### src/rtl/lagarto_vfpu_xcpt_acc.sv
// lagarto_vfpu_xcpt_acc
// Multi-lane IEEE-754 exception-flag evaluator and sticky accumulator for the
// Lagarto vector FPU. Each beat carries LANES post-rounding results. They are
// classified into {NV,DZ,OF,UF,NX} per lane (stage S1), then OR-merged into a
// sticky word per vector instruction (stage S2). One fflags word per instruction
// is offered to the CSR/commit logic.
//
// Optional feature: define LAGARTO_VFPU_XCPT_LANE_FLAGS_EN to build the
// per-lane flag register behind lane_flags_o. Otherwise lane_flags_o is tied to 0.
//
// Handshakes: a transfer happens on a rising edge where both valid and ready
// are 1. Beat side: valid_i/ready_o, where ready_o depends only on state.
// Flags side: flags_valid_o/flags_ready_i, where flags_valid_o holds with stable
// data until it is taken. flush_i cancels any transfer in the same cycle.

module lagarto_vfpu_xcpt_acc #(
  parameter int LANES = 4,
  parameter int EXP_W = 12,
  parameter int MAN_W = 55,
  parameter int CNT_W = 8
) (
  input  logic                     clk_i,
  input  logic                     rstn_i,
  input  logic                     flush_i,
  input  logic                     valid_i,
  output logic                     ready_o,
  input  logic                     last_i,
  input  logic [LANES-1:0]         mask_i,
  input  logic [LANES*EXP_W-1:0]   exponent_i,
  input  logic [LANES*MAN_W-1:0]   mantissa_i,
  input  logic [LANES-1:0]         overflow_round_i,
  input  logic [LANES-1:0]         invalid_operation_i,
  input  logic [LANES-1:0]         div_zero_i,
  output logic                     flags_valid_o,
  input  logic                     flags_ready_i,
  output logic [4:0]               fflags_o,
  output logic                     all_zero_o,
  output logic [CNT_W-1:0]         beat_count_o,
  output logic [LANES*5-1:0]       lane_flags_o,
  output logic [1:0]               dbg_state_o
);

  typedef enum logic [1:0] {
    ST_IDLE  = 2'd0,
    ST_ACCUM = 2'd1,
    ST_DRAIN = 2'd2,
    ST_DONE  = 2'd3
  } state_t;

  state_t state_q, state_d;

  logic [LANES*5-1:0] beat_flags;
  logic [LANES-1:0]   lane_zero;
  logic               beat_zero;
  logic               accept;

  logic               s1_valid_q;
  logic [LANES*5-1:0] s1_flags_q;
  logic               s1_zero_q;
  logic [4:0]         s1_or;

  logic [4:0]         sticky_q;
  logic               all_zero_q;
  logic [CNT_W-1:0]   beat_cnt_q;
  logic               handshake;

  // Per-lane classification of the incoming beat; masked lanes are silent and count as zero.
  for (genvar g = 0; g < LANES; g++) begin : g_lane
    logic [EXP_W-1:0] e;
    logic [MAN_W-1:0] m;
    logic             of_f;
    logic             nx_f;
    logic             uf_f;
    logic             zero_f;

    assign e      = exponent_i[g*EXP_W +: EXP_W];
    assign m      = mantissa_i[g*MAN_W +: MAN_W];
    // The exponent MSB flags an out-of-range result; an all-ones biased field is Inf.
    assign of_f   = ((&e[EXP_W-2:0]) | e[EXP_W-1]) & ~invalid_operation_i[g];
    // Rounding overflow only counts as inexact when it did not become a true overflow.
    assign nx_f   = (|m[1:0]) | (overflow_round_i[g] & ~of_f);
    assign uf_f   = (e == '0) & (m != '0);
    assign zero_f = (e == '0) & (m[MAN_W-1:2] == '0);

    assign beat_flags[g*5 +: 5] = mask_i[g] ?
        {invalid_operation_i[g], div_zero_i[g], of_f, uf_f, nx_f} : 5'b00000;
    assign lane_zero[g] = ~mask_i[g] | zero_f;
  end

  assign beat_zero = &lane_zero;
  assign ready_o   = (state_q == ST_IDLE) | (state_q == ST_ACCUM);
  assign accept    = valid_i & ready_o & ~flush_i;
  assign handshake = (state_q == ST_DONE) & flags_ready_i;

  // OR-reduce the registered lane flags into one beat-level flag word.
  always_comb begin
    s1_or = 5'b00000;
    for (int l = 0; l < LANES; l++) begin
      s1_or = s1_or | s1_flags_q[l*5 +: 5];
    end
  end

  // Instruction FSM state register.
  always_ff @(posedge clk_i) begin
    if (!rstn_i) begin
      state_q <= ST_IDLE;
    end else begin
      state_q <= state_d;
    end
  end

  // Next-state logic; DRAIN means the last beat of the instruction sits in S1.
  always_comb begin
    state_d = state_q;
    unique case (state_q)
      ST_IDLE, ST_ACCUM: begin
        if (accept) begin
          state_d = last_i ? ST_DRAIN : ST_ACCUM;
        end
      end
      ST_DRAIN: state_d = ST_DONE;
      ST_DONE: begin
        if (flags_ready_i) begin
          state_d = ST_IDLE;
        end
      end
      default: state_d = ST_IDLE;
    endcase
    if (flush_i) begin
      state_d = ST_IDLE;
    end
  end

  // Stage 1: capture the classified flags and zero status of each accepted beat.
  always_ff @(posedge clk_i) begin
    if (!rstn_i || flush_i) begin
      s1_valid_q <= 1'b0;
      s1_flags_q <= '0;
      s1_zero_q  <= 1'b1;
    end else begin
      s1_valid_q <= accept;
      if (accept) begin
        s1_flags_q <= beat_flags;
        s1_zero_q  <= beat_zero;
      end
    end
  end

  // Stage 2: sticky accumulation, cleared when the consumer takes the word.
  always_ff @(posedge clk_i) begin
    if (!rstn_i || flush_i || handshake) begin
      sticky_q   <= 5'b00000;
      all_zero_q <= 1'b1;
      beat_cnt_q <= '0;
    end else if (s1_valid_q) begin
      sticky_q   <= sticky_q | s1_or;
      all_zero_q <= all_zero_q & s1_zero_q;
      if (beat_cnt_q != {CNT_W{1'b1}}) begin
        beat_cnt_q <= beat_cnt_q + 1'b1;
      end
    end
  end

`ifdef LAGARTO_VFPU_XCPT_LANE_FLAGS_EN
  logic [LANES*5-1:0] lane_flags_q;

  // Keep a copy of the most recent beat's per-lane flags for debug/trace.
  always_ff @(posedge clk_i) begin
    if (!rstn_i || flush_i) begin
      lane_flags_q <= '0;
    end else if (s1_valid_q) begin
      lane_flags_q <= s1_flags_q;
    end
  end

  assign lane_flags_o = lane_flags_q;
`else
  assign lane_flags_o = '0;
`endif

  assign flags_valid_o = (state_q == ST_DONE);
  assign fflags_o      = sticky_q;
  assign all_zero_o    = all_zero_q;
  assign beat_count_o  = beat_cnt_q;
  assign dbg_state_o   = state_q;

endmodule

### config.mk
export PLATFORM = sky130hd
export DESIGN_NAME = lagarto_vfpu_xcpt_acc
export DESIGN_NICKNAME = d
export VERILOG_FILES = /design/src/rtl/lagarto_vfpu_xcpt_acc.sv
export SDC_FILE = /design/constraint.sdc
export NUM_CORES = 1
export LEC_CHECK = 0
export BUFFER_PORTS_ARGS = -buffer_cell sky130_fd_sc_hd__buf_2
export CAP_MARGIN = 20
export CORE_AREA = 2 2 128 130
export DETAILED_ROUTE_END_ITERATION = 8
export DIE_AREA = 0 0 130 132
export GPL_TIMING_DRIVEN = 0
export PLACE_DENSITY = 0.57
export SYNTH_ARGS = -nofsm -noshare
export SYNTH_HDL_FRONTEND = slang
export SYNTH_SLANG_ARGS = --single-unit
### constraint.sdc
create_clock -name clk_i -period 1.85 [get_ports clk_i]
set_input_delay 0.185 -clock clk_i [delete_from_list [all_inputs] [get_ports clk_i]]
set_output_delay 0.185 -clock clk_i [all_outputs]
set_load 0.01 [all_outputs]
==> impl_summary.log <==
INFO  metric outcome = finished, final reports clean
INFO  metric critPathRequiredTime = 2070 ps
INFO  metric worst_r2r_path_depth = 6
INFO  metric h-tree-depth = 2
INFO  metric synthToLayoutAreaGrowth = 90.6%
INFO  metric synth_cells = 312
INFO  metric mapped_cell_area = 0.00235 mm²
INFO  metric class_of_the_most_critical_hold_timing_path = in2reg
INFO  metric rr_endpoint = beat_count_o[5]$_SDFFE_PP0P_
INFO  metric dieWidth = 130 µm
INFO  metric worstHoldStart = rstn_i
INFO  metric sequential_share_of_the_synthesized_area = 0.324
INFO  metric dpl.hpwl = 10700 µm
INFO  metric totalWireLength = 12100 µm
INFO  metric place_worst_setup_slack = -397 ps
INFO  metric placementRows = 46
INFO  metric routabilityCongestion = 0.831
INFO  metric cts_tree = yes
INFO  metric cts-buffers-inserted = 5
INFO  metric grt_pass1_wl = 17200 µm
INFO  metric critical_path.reg2reg.startpoint = beat_count_o[0]$_SDFFE_PP0P_
INFO  metric whs_endpoint = s1_valid_q$_SDFF_PP0_
INFO  metric cts_sinks = 38
INFO  metric timing.final.ws_setup = 143 ps
INFO  metric grt_start_max_net_pins = 13
INFO  metric most-common-layout-cells = sky130_fd_sc_hd__buf_2, sky130_fd_sc_hd__nor4_1, sky130_fd_sc_hd__dfxtp_1
INFO  metric hold_violations = 0
INFO  metric period_utilisation_layout = 0.923
INFO  metric via_count = 3709
INFO  metric initial_core_util = 0.150
INFO  metric reg2reg_slack = 210 ps
INFO  metric final_util = 0.285
INFO  metric drv_slew = 0
INFO  metric vdd_drop_max = 0.361 mV
INFO  metric clkLatencyLatePin = 280 ps
INFO  metric cts_root_buf = sky130_fd_sc_hd__clkbuf_16
INFO  metric maxClockFrequency = 586 MHz
INFO  metric io_buffer_count = 307
INFO  metric drtAntennaViolNets = 0
INFO  metric post_synth_num_cell_types = 33
INFO  metric cts.reportedPaths.clkPinSlew = 60 ps
INFO  metric min_delay_path_depth = 2
INFO  metric crit_path_end_kind = register
INFO  metric final_common_cell = sky130_fd_sc_hd__buf_2
INFO  metric setup_viol = 0
INFO  metric drv_cap = 0
INFO  metric via_per_inst = 4.30
INFO  metric critical_path_class = in2reg
INFO  metric num_antenna_cells = 0
INFO  metric post_cts_hold_buffer_count = 0
INFO  metric first_pass_iters = 4
INFO  metric finalWorstPathRequiredPeriod = 1710 ps
INFO  metric layout-drive-gt1-share = 0.535
INFO  metric setup.worst_path.start_class = input port
INFO  metric core_area = 0.0157 mm²
INFO  metric finalClockSkew = 3.60 ps
INFO  metric p_per_area = 553 mW/mm²
INFO  metric antenna_found_initial = 1
INFO  metric number_of_global_route_vias_before_repair = 3518
INFO  metric cp_data_arrival_time = 1930 ps
INFO  metric initialDrtViolationCount = 146
INFO  metric wire_per_inst = 14.0 µm
INFO  metric grt_setup_unrepaired = false
INFO  metric grt_usage = 0.130
INFO  metric die-area = 0.0172 mm²
INFO  metric layout.nets = 937
INFO  metric clk_path_buf_depth = 2
INFO  metric grt.overflow.total = 0
INFO  metric floorplan.io_pins = 328
INFO  metric p_leak = 2.15 nW
INFO  metric syn_avg_cell_area = 7.54 µm²
INFO  metric die_y_extent = 132 µm
INFO  metric yosysWarnings = 0
INFO  metric drc = 0
INFO  metric synth_seq_cells = 38
INFO  metric critPathMaxFanout = 2
==> synthesized netlist by cell type <==
cell                       number  area share
sky130_fd_sc_hd__and4_1         1      0.0037
sky130_fd_sc_hd__o21ba_2        1      0.0043
sky130_fd_sc_hd__conb_1         1      0.0016
sky130_fd_sc_hd__ha_1           1      0.0053
sky130_fd_sc_hd__and2_1         3      0.0080
sky130_fd_sc_hd__nor2_1        27       0.043
sky130_fd_sc_hd__mux2i_1        1      0.0043
sky130_fd_sc_hd__nor4_1        62        0.16
sky130_fd_sc_hd__dfxtp_1       38        0.32
sky130_fd_sc_hd__nand2_1       27       0.043
sky130_fd_sc_hd__o21ai_0        7       0.015
sky130_fd_sc_hd__nor2b_1        1      0.0027
sky130_fd_sc_hd__nor3_1         4      0.0085
sky130_fd_sc_hd__a21o_1         2      0.0064
sky130_fd_sc_hd__and3_1         5       0.013
sky130_fd_sc_hd__or3_1          3      0.0080
sky130_fd_sc_hd__buf_4         20       0.064
sky130_fd_sc_hd__a211o_1        3       0.011
sky130_fd_sc_hd__a221oi_2       1      0.0064
sky130_fd_sc_hd__xor2_1         3       0.011
sky130_fd_sc_hd__nand4_1       23       0.061
sky130_fd_sc_hd__clkbuf_1       6      0.0096
sky130_fd_sc_hd__xnor2_1        2      0.0075
sky130_fd_sc_hd__nand2b_1       2      0.0053
sky130_fd_sc_hd__a21oi_1       34       0.072
sky130_fd_sc_hd__a221o_1        1      0.0043
sky130_fd_sc_hd__inv_1          4      0.0064
sky130_fd_sc_hd__a41oi_1        4       0.015
sky130_fd_sc_hd__or4_1          8       0.026
sky130_fd_sc_hd__a211oi_1       1      0.0032
sky130_fd_sc_hd__nand3_1       13       0.028
sky130_fd_sc_hd__nor4_2         2       0.011
sky130_fd_sc_hd__o21a_1         1      0.0032
==> logic make-up after synthesis <==
logic type	after synthesis	share of synthesized area
AOI/OAI and AO/OA	55	0.141
other	1	0.00160
adders and majority gates	1	0.00532
and+or+nand+nor	181	0.426
muxes	1	0.00426
xor gates and xnor gates	5	0.0186
buffers and inverters	30	0.0798
DFF	38	0.324
==> critical path: stages <==
cell,delay [ps]
sky130_fd_sc_hd__buf_2,100
sky130_fd_sc_hd__nor4_1,420
sky130_fd_sc_hd__nand4_1,240
sky130_fd_sc_hd__nor4_4,380
sky130_fd_sc_hd__a21oi_1,110
sky130_fd_sc_hd__a21oi_1,290
sky130_fd_sc_hd__a221o_1,200
==> layer usage <==
metal	share of wire	wire length (µm)	vias up	global-route usage
li1	-	-	1853	-
met1	0.40	4850	1635	0.151
met2	0.50	6060	207	0.247
met3	0.086	1030	12	0.0219
met4	0.0081	98	2	0.0251
met5	0.00091	11	-	0
==> timing repair <==
| action | 4_1_cts | 5_1_grt |
|---|---|---|
| buffers inserted | 0 | 1 |
| endpoints found under the setup margin | 1 | 5 |
| pin swaps | 0 | 1 |
| resized for setup | 2 | 7 |
| cloned | 0 | 0 |
==> cell type report <==
type                            instances  area [µm²]
Timing Repair Buffer                  308        1540
Buffer                                 26         174
Sequential cell                        38         761
Inverter                                4        15.0
Fill cell                            1742       11200
Clock buffer                            6         139
Clock inverter                          2        60.1
Multi-Input combinational cell        263        1520
Tap cell                              216         270
==> sequential cells by signal, indices dropped and copies added (netlist names) <==
register      count
all_zero_o        1
fflags_o          5
s1_zero_q         1
dbg_state_o       2
s1_flags_q       20
s1_valid_q        1
beat_count_o      8
==> through the flow <==
stage          area (µm²)  hold WS [ps]  std cells  TNS (ps)  total power, W
2_1_floorplan        2420           337        331         0        0.000990
3_3_place_gp         4230           437        854      -926         0.00135
3_5_place_dp         4230           441        854      -934         0.00136
4_1_cts              4440           167        862         0         0.00249
5_1_grt              4480           197        863         0         0.00258
6_report             4480           169        863         0         0.00248
==> power breakdown <==
part	leakage (nW)	total [W]	switching [W]	internal (W)
Clock	0.0971	0.00113	0.000324	0.000809
Combinational	1.74	0.000513	0.000224	0.000289
Sequential	0.307	0.000834	0.00000652	0.000827
==> how the worst max path moves through the flow <==
stage                                 start  cells after the start                            to  slack, ps
3_5_place_dp                mantissa_i[209]                      7        s1_zero_q$_SDFFE_PP1P_       -400
4_1_cts         dbg_state_o[1]$_SDFFE_PP0P_                      7    s1_flags_q[1]$_SDFFE_PP0P_         30
3_3_place_gp                 mantissa_i[86]                      7        s1_zero_q$_SDFFE_PP1P_       -410
6_report                    mantissa_i[209]                      7        s1_zero_q$_SDFFE_PP1P_        140
5_1_grt                      mantissa_i[86]                      7        s1_zero_q$_SDFFE_PP1P_         10
2_1_floorplan  beat_count_o[0]$_SDFFE_PP0P_                      6  beat_count_o[5]$_SDFFE_PP0P_        270
No activity file was read; power rests on OpenSTA's default activity.
